--- config.mk ---
export PLATFORM = sky130hd
export DESIGN_NAME = oam_dma_arbiter
export DESIGN_NICKNAME = d
export VERILOG_FILES = /design/src/rtl/oam_dma_arbiter.sv
export SDC_FILE = /design/constraint.sdc
export NUM_CORES = 1
export LEC_CHECK = 0
export ABC_AREA = 0
export BUFFER_PORTS_ARGS = -buffer_cell sky130_fd_sc_hd__buf_2
export CORE_ASPECT_RATIO = 0.5
export CORE_MARGIN = 3
export CORE_UTILIZATION = 47
export CTS_CLUSTER_DIAMETER = 30
export DETAILED_ROUTE_END_ITERATION = 6
export GPL_ROUTABILITY_DRIVEN = 0
export PLACE_DENSITY = 0.88
export SYNTH_ARGS = -nofsm -noshare
export SYNTH_HDL_FRONTEND = slang
export SYNTH_SLANG_ARGS = --single-unit
--- constraint.sdc ---
create_clock -name CLK -period 3 [get_ports CLK]
set_input_delay 0.3 -clock CLK [delete_from_list [all_inputs] [get_ports CLK]]
set_output_delay 0.3 -clock CLK [all_outputs]
set_load 0.01 [all_outputs]
--- src/rtl/oam_dma_arbiter.sv ---
// Shares the core's memory bus with a sprite-DMA engine. A CPU write to TRIG_ADDR
// copies DMA_LEN bytes from page {wdata,8'h00} to DEST_ADDR, stalling the core via cpu_rdy.
module oam_dma_arbiter #(
   parameter logic [15:0] TRIG_ADDR = 16'h4014,
   parameter logic [15:0] DEST_ADDR = 16'h2004,
   parameter int unsigned DMA_LEN   = 256
) (
   input  logic        CLK,
   input  logic        RESET,
   input  logic [15:0] cpu_addr,
   input  logic [7:0]  cpu_wdata,
   input  logic        cpu_we,
   input  logic        cpu_re,
   input  logic [7:0]  mem_rdata,
   output logic [15:0] mem_addr,
   output logic [7:0]  mem_wdata,
   output logic        mem_we,
   output logic        mem_re,
   output logic        cpu_rdy,
   output logic        dma_active,
   output logic        dma_done
);

   typedef enum logic [2:0] {
      S_IDLE,
      S_HALT,
      S_ALIGN,
      S_READ,
      S_WRITE
   } state_t;

   // idx is one bit wider than a byte so DMA_LEN=256 terminates at 255 cleanly
   localparam logic [8:0] LAST_IDX = 9'(DMA_LEN - 1);

   state_t     state_q, state_d;
   logic       parity_q;
   logic [8:0] idx_q, idx_d;
   logic [7:0] page_q, page_d;
   logic       trig;
   logic       last;

   assign trig = cpu_we && (cpu_addr == TRIG_ADDR);
   assign last = (idx_q == LAST_IDX);

   always_ff @(posedge CLK or negedge RESET) begin
      if (!RESET) begin
         state_q  <= S_IDLE;
         parity_q <= 1'b0;
         idx_q    <= '0;
         page_q   <= '0;
      end else begin
         state_q  <= state_d;
         parity_q <= ~parity_q;
         idx_q    <= idx_d;
         page_q   <= page_d;
      end
   end

   always_comb begin
      state_d = state_q;
      idx_d   = idx_q;
      page_d  = page_q;
      case (state_q)
         S_IDLE: begin
            if (trig) begin
               state_d = S_HALT;
               page_d  = cpu_wdata;
               idx_d   = '0;
            end
         end
         // READ must land on a get cycle; parity==1 now means the next cycle is a get
         S_HALT:  state_d = parity_q ? S_READ : S_ALIGN;
         S_ALIGN: state_d = S_READ;
         S_READ:  state_d = S_WRITE;
         S_WRITE: begin
            if (last) begin
               state_d = S_IDLE;
            end else begin
               idx_d   = idx_q + 9'd1;
               state_d = S_READ;
            end
         end
         default: state_d = S_IDLE;
      endcase
   end

   always_comb begin
      mem_addr   = 16'h0000;
      mem_wdata  = 8'h00;
      mem_we     = 1'b0;
      mem_re     = 1'b0;
      cpu_rdy    = 1'b0;
      dma_active = 1'b1;
      dma_done   = 1'b0;
      case (state_q)
         S_IDLE: begin
            mem_addr   = cpu_addr;
            mem_wdata  = cpu_wdata;
            mem_we     = cpu_we;
            mem_re     = cpu_re;
            cpu_rdy    = 1'b1;
            dma_active = 1'b0;
         end
         S_READ: begin
            mem_addr = {page_q, idx_q[7:0]};
            mem_re   = 1'b1;
         end
         S_WRITE: begin
            // read data arrives this cycle and is forwarded without a register
            mem_addr  = DEST_ADDR;
            mem_wdata = mem_rdata;
            mem_we    = 1'b1;
            dma_done  = last;
         end
         default: ;
      endcase
   end

endmodule

Word level (Yosys, flattened, before mapping)
Cells that the tools add are included.
Widths: inputs -> output; s select.
{"block": "classes", "add_sub_neg": 1, "multipliers": 0, "div_mod_pow": 0, "order_cmp": 0, "n_eq_ne": 8, "n_shift": 0, "muxes": 14, "bitwise_logic": 1, "n_reduce_logical": 5}
{"cell": "$pmux 16 s3", "count": 1}
{"cell": "$mux 9", "count": 2}
{"cell": "$pmux 9 s2", "count": 1}
{"cell": "$eq 16x15->1 const B", "count": 1}
{"cell": "$pmux 8 s2", "count": 1}
{"cell": "$pmux 3 s5", "count": 1}
{"cell": "$add 9x1->9 const B", "count": 1}
{"cell": "$eq 9x8->1 const B", "count": 1}
{"cell": "$eq 3x2->1 const B", "count": 2}
{"cell": "$mux 1", "count": 4}
{"cell": "$ne 2x2->1 const B", "count": 2}
{"cell": "$pmux 1 s2", "count": 2}
{"cell": "$eq 3x1->1 const B", "count": 1}
{"cell": "$eq 3x3->1 const B", "count": 1}
{"cell": "$logic_not 3->1", "count": 1}
{"cell": "$mux 3", "count": 1}
{"cell": "$reduce_and 3->1", "count": 1}
{"cell": "$mux 2", "count": 1}
{"cell": "$reduce_and 2->1", "count": 1}
{"cell": "$reduce_bool 2->1", "count": 1}
{"cell": "$logic_and 1x1->1", "count": 1}
{"cell": "$not 1->1", "count": 1}
{"block": "word_totals", "regBits": 21, "latchBits": 0, "ram_bits": 0, "romBits": 0, "output_inout_bits": 29, "n_memories": 0}

Logic depth before layout (Yosys ltp)
Gate-level depths: netlist of the first run.
{"block": "logic_depth", "ltp_word": 4, "ltp_mapped": 10, "depth_no_buf": 8}

Worst setup path after synthesis of the first run
OpenSTA, ideal clock, no wires.
{"block": "synth_timing", "path_kind": "reg2reg", "startpoint": "register idx_q[2]", "endpoint": "register idx_q[7]", "setup_time_ns": 0.140, "arrival_time_ns": 2.053, "required_time_ns": 2.860, "setup_slack_ns": 0.808, "stages_incl_launch_ff": 11, "cell_sequence": "dfrtp_1 -> clkbuf_1 -> and4_1 -> nand2_1 -> nor2_1 -> ha_1 -> clkbuf_1 -> and3b_1 -> and3_1 -> a221oi_1 -> o21ai_0"}
{"block": "synth_via", "elab_chain_len": 3, "word_cells_on_any_way": 6, "classes_between": "add/sub: 1; eq/ne: 2; mux: 2; reduce/logical: 1"}
{"element": "start, declared", "line_no": "37", "text": "logic [8:0] idx_q, idx_d;"}
{"element": "start signal, assigned", "line_no": "54", "text": "idx_q <= idx_d;"}
{"element": "$add 9x1->9 / $eq 9x8->1 (equally long branches)", "line_no": "79, 43"}
{"element": "$mux 9 / $ne 2x2->1 (equally long branches)"}
{"element": "$pmux 9 s2 / $reduce_and 3->1 (equally long branches)"}
Several ways; a longest one is shown, not always the timed one. The select of a mux whose other input is x is not followed.
A chain may end at the register's enable or synchronous reset.

Worst setup path after layout of the first run
{"block": "layout_timing", "startpoint": "register state_q[0]", "endpoint": "output port mem_addr[11]"}
{"block": "layout_via", "elab_chain_len": 2, "word_cells_on_any_way": 4, "classes_between": "eq/ne: 2; mux: 1; reduce/logical: 1"}
{"element": "start, declared", "line_no": "35", "text": "state_t state_q, state_d;"}
{"element": "start signal, assigned", "line_no": "52", "text": "state_q <= state_d;"}
{"element": "$eq 3x3->1, or another cell as far along", "line_no": "95", "text": "case (state_q)"}
{"element": "$pmux 16 s3 (*)", "line_no": "95"}
{"element": "end, declared", "line_no": "15", "text": "output logic [15:0] mem_addr,"}
Mark *: on every way between the ends. The rest lies on a longest branch, timed or not.

==> results_dict.tcl, run 1 <==
set metrics [dict create \
    outcome "complete, but fails checks" \
    violations "negative hold slack" \
    hold_violations 21 \
    first_iter_violations 162 \
    io_buffers 64 \
    die_h_um 45.87 \
    insertedDiodeCount 0 \
    utilization_pct 66.64 \
    seq_area_um2 525.5 \
    synthToLayoutAreaGrowth_pct 24.79 \
    drv_cap 0 \
    final_layout_size_suffix_gt1_share_pct 36.16 \
    place_area_mm2 0.001819 \
    wl_per_cell_um 15.25 \
    yosysTopAreaCell "dfrtp_1" \
    cpMaxStageDelayCell "nor2_1" \
    initial_core_util_pct 53.40 \
    seq_area_frac_synth_pct 35.18 \
    yosysWarnings 0 \
    track_usage_pct 21.26 \
    hp-class "input port to async pin" \
    drc_errors 0 \
    endpoint_kind "primary output" \
    wirelength_um 3980 \
    cts.path.max_buffers 2 \
    synth_area_per_cell_um2 8.946 \
    cp.arrival_ns 2.23 \
    synth_seq_cells 21 \
    max_stage_delay_ns 0.80 \
    grt_max_degree 27 \
    tightest_slew_ns 1.049 \
    path_max_fanout 17 \
    die_x_um 85.73 \
    ctsResizeCount 0 \
    synthDistinctLibCells 37 \
    post_cts_buffers 0 \
    path_class "flip-flop to primary output" \
    maxSlewViolCount 0 \
    fin_nets 263 \
    cts_sinks 21 \
    fillerInstances 228 \
    fin_worst_skew_ns 0.004781 \
    core_mm2 0.002798 \
    worstPathRequired_ns 2.70 \
    pre_cts_ws_ns 0.7440 \
    p_per_area_mw_per_mm2 968.8 \
    vias_per_cell 5.820 \
    detail_route.first_pass.iterations 4 \
    relSlewSlack_pct 29.81 \
    startpoint_type "flip-flop" \
    finalSetupViolCount 0 \
    tns_ns 0 \
    fin_ws_ns 0.4657 \
    cts_root_buf "clkbuf_8" \
    fp-row-count 13 \
    dp_hpwl_um 2908 \
    antenna_left 0 \
    worstSkewPairLatency_ns 0.26 \
    syn_inst 167 \
    period_needed_ns 2.534 \
    htree_levels 1 \
    vdd.ir_drop.worst_mv 0.5862 \
    leakage_nw 0.9592 \
    min_period_over_period_pct 84.48 \
    synth_nets 205 \
    grt-ovfl-total 0 \
    hold_slack_ns -0.01068 \
    timing.fmax_mhz 394.6 \
    antenna_found_initial 0 \
    final_area_mm2 0.001864 \
    ctsHoldBuffers 0 \
    crit_chain "or2_0 -> nor2_1 -> a22o_1 -> buf_2" \
    final_common_cell "buf_2" \
    synth.top_cell.area_share_pct 35.18 \
    cts_buffers 3 \
    layout_common_cells "buf_2 (64), dfrtp_1 (21), nor2_1 (17), nand2_1 (16), a22o_1 (15)" \
    cts_tree "yes" \
    die_area_mm2 0.003932 \
    multiInputGateArea_um2 889.6 \
    netlist_area_mm2 0.001494 \
    route.vias.total 1519 \
    clk_pin_slew_ns 0.08 \
    reg2reg_depth 8 \
    ioPinCount 65 \
    yosys-top-cells-area "dfrtp_1 (35%), a22o_1 (8.8%), mux2_2 (7.5%)" \
    grt_pass1_wl_um 6596 \
    rsz0062_at_grt "false" \
    grt_pass1_vias 1406 \
]
-- cells in the mapped netlist --
| cell type | n |
|---|---|
| nor2b_1 | 2 |
| nand2_1 | 16 |
| mux2i_1 | 8 |
| buf_1 | 1 |
| nor4_4 | 1 |
| nor4_1 | 2 |
| clkbuf_1 | 9 |
| and3b_1 | 2 |
| dfrtp_1 | 21 |
| nor3_1 | 3 |
| and4_1 | 1 |
| a21o_1 | 2 |
| o21ai_0 | 10 |
| a31oi_1 | 3 |
| a22oi_1 | 4 |
| nand2b_1 | 7 |
| nor3b_1 | 3 |
| buf_2 | 3 |
| o311ai_0 | 1 |
| nand4_1 | 2 |
| or2_0 | 1 |
| a221oi_1 | 1 |
| nor2_1 | 17 |
| a41o_1 | 1 |
| nor4bb_1 | 1 |
| a32oi_1 | 1 |
| ha_1 | 2 |
| mux2_2 | 10 |
| and3_1 | 3 |
| nand4b_1 | 1 |
| inv_1 | 4 |
| o31ai_1 | 3 |
| o211ai_1 | 2 |
| xnor2_1 | 1 |
| buf_6 | 1 |
| a21oi_1 | 2 |
| a22o_1 | 15 |
-- state kept, by name (all words and copies together), names as in the netlist --
| signal | flops |
|---|---|
| idx_q | 9 |
| page_q | 8 |
| parity_q | 1 |
| state_q | 3 |
-- per-layer routing --
| metal | up-vias | track usage [%] | routed length (µm) | share of wire (%) |
|---|---|---|---|---|
| met2 | 70 | 36.11 | 1934 | 49 |
| met3 | 6 | 4.874 | 338 | 8.5 |
| met1 | 708 | 28.37 | 1666 | 42 |
| li1 | 735 | - | - | - |
| met5 | - | 0 | 0 | 0 |
| met4 | 0 | 4.416 | 42 | 1.1 |
-- power breakdown --
group	total, mW	switching [mW]	internal (mW)
clock network	0.185	0.0904	0.0946
logic	1.15	0.612	0.536
registers	0.473	0.133	0.340
-- worst max-delay path: cells and delay by family (launching register included) --
kind	cells	cell delay, ns
AOI/OAI and AO/OA	1	0.29
buffers and inverters	1	0.13
DFF	1	0.47
and+or+nand+nor	2	1.07
-- final timing paths --
| path | from | to | slack (ns) |
|---|---|---|---|
| max | state_q[0] | mem_addr[11] | 0.47 |
| min | RESET | idx_q[3] | -0.01 |
| max reg2reg | idx_q[2] | idx_q[7] | 0.69 |
| min reg2reg | parity_q | parity_q | 0.43 |
| max in group asynchronous | RESET | state_q[2] | 2.69 |
| min in group CLK | cpu_wdata[0] | page_q[0] | 0.28 |
-- final cells by class --
class                           count  share of cell area (%)
Clock buffer                        4                   2.416
Multi-Input combinational cell    128                   47.72
Timing Repair Buffer               67                   18.39
Sequential cell                    21                   28.19
Inverter                            4                  0.8054
Tap cell                           37                   2.483
-- stage by stage --
step	total power, mW	instances	hold slack, ns
floorplan	1.290	167	0.004409
global placement	1.584	257	0.2794
detailed placement	1.611	257	0.2856
CTS	1.806	261	0.004241
global route	1.964	261	0.02819
finish	1.806	261	-0.01068
-- cells by family (layout without fill, tap and decap cells) --
logic type               count (synthesis)  in the layout  share of synthesized area (%)
AND/OR/NAND/NOR                         62             62                          22.36
AO/OA/AOI/OAI                           45             45                          22.03
flip-flops                              21             21                          35.18
multiplexers                            18             18                          12.90
buffers and inverters                   18             75                          5.275
adder cells (fa/ha/maj)                  2              2                          1.675
XOR/XNOR                                 1              1                         0.5864
(Power assumes the default switching activity.)
==> run 2, diff against run 1 <==
ABC_AREA = 1   (was 0)
CORE_UTILIZATION = 48   (was 47)
PLACE_DENSITY = 0.89   (was 0.88)
clock period = 2.52 ns   (was 3 ns; I/O delays follow)
==> run 2 against run 1 <==
The run now ends clean. Die area decreased by 0.47%. Synthesized area increased by 1.6%. Critical path depth up 5. Clock skew decreased by 0.0018 ns. First-iteration DRC count is 1.2% lower. Clock-buffer cell count did not move. Largest cell class unchanged.
==> results_dict.tcl, run 2 <==
set metrics [dict create \
    pre_cts_ws_ns 0.6318 \
    layout_common_cells "buf_2 (64), nand2_1 (56), inv_1 (25), dfrtp_1 (21)" \
    first_iter_violations 160 \
    min_period_over_period_pct 89.10 \
    cts_tree "yes" \
    synth.top_cell.area_share_pct 34.62 \
    cts_sinks 21 \
    synth_seq_cells 21 \
    vias_per_cell 5.167 \
    clk_pin_slew_ns 0.07 \
    wirelength_um 3969 \
    dp_hpwl_um 3037 \
    ioPinCount 65 \
    fin_nets 307 \
    relSlewSlack_pct 68.52 \
    reg_top3 "idx_q x9, page_q x8, state_q x3" \
    antenna_found_initial 0 \
    core_mm2 0.002798 \
    seq_area_frac_synth_pct 34.62 \
    netlist_area_mm2 0.001518 \
    crit_chain "ha_1 -> nand2_1 -> nor2_1 -> nand3_1 -> nor2_1 -> ha_1 -> inv_1 -> nor2_4 -> buf_2" \
    outcome "complete, no violations" \
    place_area_mm2 0.001823 \
    grt-ovfl-total 0 \
    synth_enable_flop_cells 0 \
    route.vias.total 1576 \
    tns_ns 0 \
    top_register "idx_q" \
    synth_nets 243 \
    fp-row-count 13 \
    path_max_fanout 5 \
    yosysWarnings 0 \
    fin_ws_ns 0.2746 \
    vdd.ir_drop.worst_mv 0.4163 \
    synth-main-ff-cell "dfrtp_1" \
    finalSetupViolCount 0 \
    hold_slack_ns 0.2464 \
    grt_pass1_vias 1404 \
    synthArstFlopShare_pct 100.0 \
    synth.top_cells.by_count "nand2_1 (56), inv_1 (25), dfrtp_1 (21)" \
    largest_reg_flops 9 \
    cts_buffers 3 \
    final_area_mm2 0.001878 \
    p_per_area_mw_per_mm2 850.1 \
    worstSkewPairLatency_ns 0.26 \
    track_usage_pct 20.96 \
    synth_area_per_cell_um2 7.403 \
    fin_worst_skew_ns 0.003031 \
    io_buffers 64 \
    grt_pass1_wl_um 6354 \
    leakage_nw 0.9961 \
    htree_levels 1 \
    tightest_slew_ns 0.4723 \
    startpoint_type "flip-flop" \
    wl_per_cell_um 13.01 \
    hold_violations 0 \
    synth.most_common_cell "nand2_1" \
    endpoint_kind "primary output" \
    final_common_cell "buf_2" \
    drv_cap 0 \
    final_layout_size_suffix_gt1_share_pct 33.96 \
    grt_max_degree 22 \
    initial_core_util_pct 54.25 \
    cpMaxStageDelayCell "dfrtp_1" \
    cts_root_buf "clkbuf_8" \
    synthToLayoutAreaGrowth_pct 23.74 \
    timing.fmax_mhz 445.3 \
    yosys-top-cells-area "dfrtp_1 (35%), nand2_1 (14%), inv_1 (6.2%)" \
    reg2reg_depth 12 \
    period_needed_ns 2.245 \
    insertedDiodeCount 0 \
    yosysTopAreaCell "dfrtp_1" \
    die_area_mm2 0.003913 \
    path_class "flip-flop to primary output" \
    hp-class "input port to flip-flop" \
    max_stage_delay_ns 0.44 \
    maxSlewViolCount 0 \
    min_path_cells 3 \
    rsz0062_at_grt "false" \
    cts.path.max_buffers 2 \
    worstPathRequired_ns 2.27 \
    cp.arrival_ns 1.99 \
    detail_route.first_pass.iterations 5 \
    antenna_left 0 \
    die_x_um 85.52 \
    syn_inst 205 \
    die_h_um 45.76 \
    drc_errors 0 \
    synthDistinctLibCells 28 \
]
==> run 2: cell type report <==
| cell class | instances | area (µm²) |
|---|---|---|
| clock buffers | 4 | 45.04 |
| fillers | 249 | 919.6 |
| inverters | 28 | 107.6 |
| multi-input cells | 149 | 815.8 |
| flip-flops and latches | 21 | 525.5 |
| well taps | 37 | 46.29 |
| repair buffers | 66 | 337.8 |
==> run 2: cells by family (layout without fill, tap and decap cells) <==
kind of cell	Yosys count	after routing	share of synthesized area (%)
flops	21	21	34.62
buf+inv	35	98	11.62
fa+ha+maj	2	2	1.649
compound gates	38	38	16.57
simple gates	109	109	35.53
==> run 2: worst paths after layout <==
kind / startpoint / end / slack [ns]
max: idx_q[1] / dma_done / 0.27
min: cpu_wdata[0] / page_q[0] / 0.25
max reg2reg: idx_q[1] / idx_q[3] / 0.55
min reg2reg: parity_q / parity_q / 0.42
max in group asynchronous: RESET / idx_q[7] / 1.71
min in group asynchronous: RESET / page_q[5] / 0.48
==> run 2: timing repair <==
action,CTS,global route
buffers inserted,0,0
resized for setup,0,0
hold buffers,1,0
endpoints found under the hold margin,21,0
==> run 2: report_power, final <==
group / internal, mW / total, mW / switching [mW]
Clock: 0.113 / 0.221 / 0.109
Combinational: 0.339 / 0.955 / 0.615
Sequential: 0.369 / 0.420 / 0.0518
Total: 0.821 / 1.60 / 0.776
==> run 2: worst max-delay path, delay by kind of cell, from the launching register on <==
kind	cells	cell delay, ns
fa+ha+maj	2	0.38
buf+inv	2	0.24
flops	1	0.44
simple gates	5	0.67
==> run 2: metal layers <==
layer	track usage (%)	wire (µm)	vias to the layer above
li1	-	-	793
met1	25.92	1615	701
met2	36.57	1964	72
met3	5.415	317	10
met4	7.256	72	0
met5	0	0	-
==> run 2: per-stage QoR <==
step	utilization, %	cells	power, mW
2_1_floorplan	-	205	1.128
3_3_place_gp	65.16	300	1.348
3_5_place_dp	65.16	300	1.376
4_1_cts	67.13	305	1.593
5_1_grt	67.13	305	1.710
6_report	67.13	305	1.596
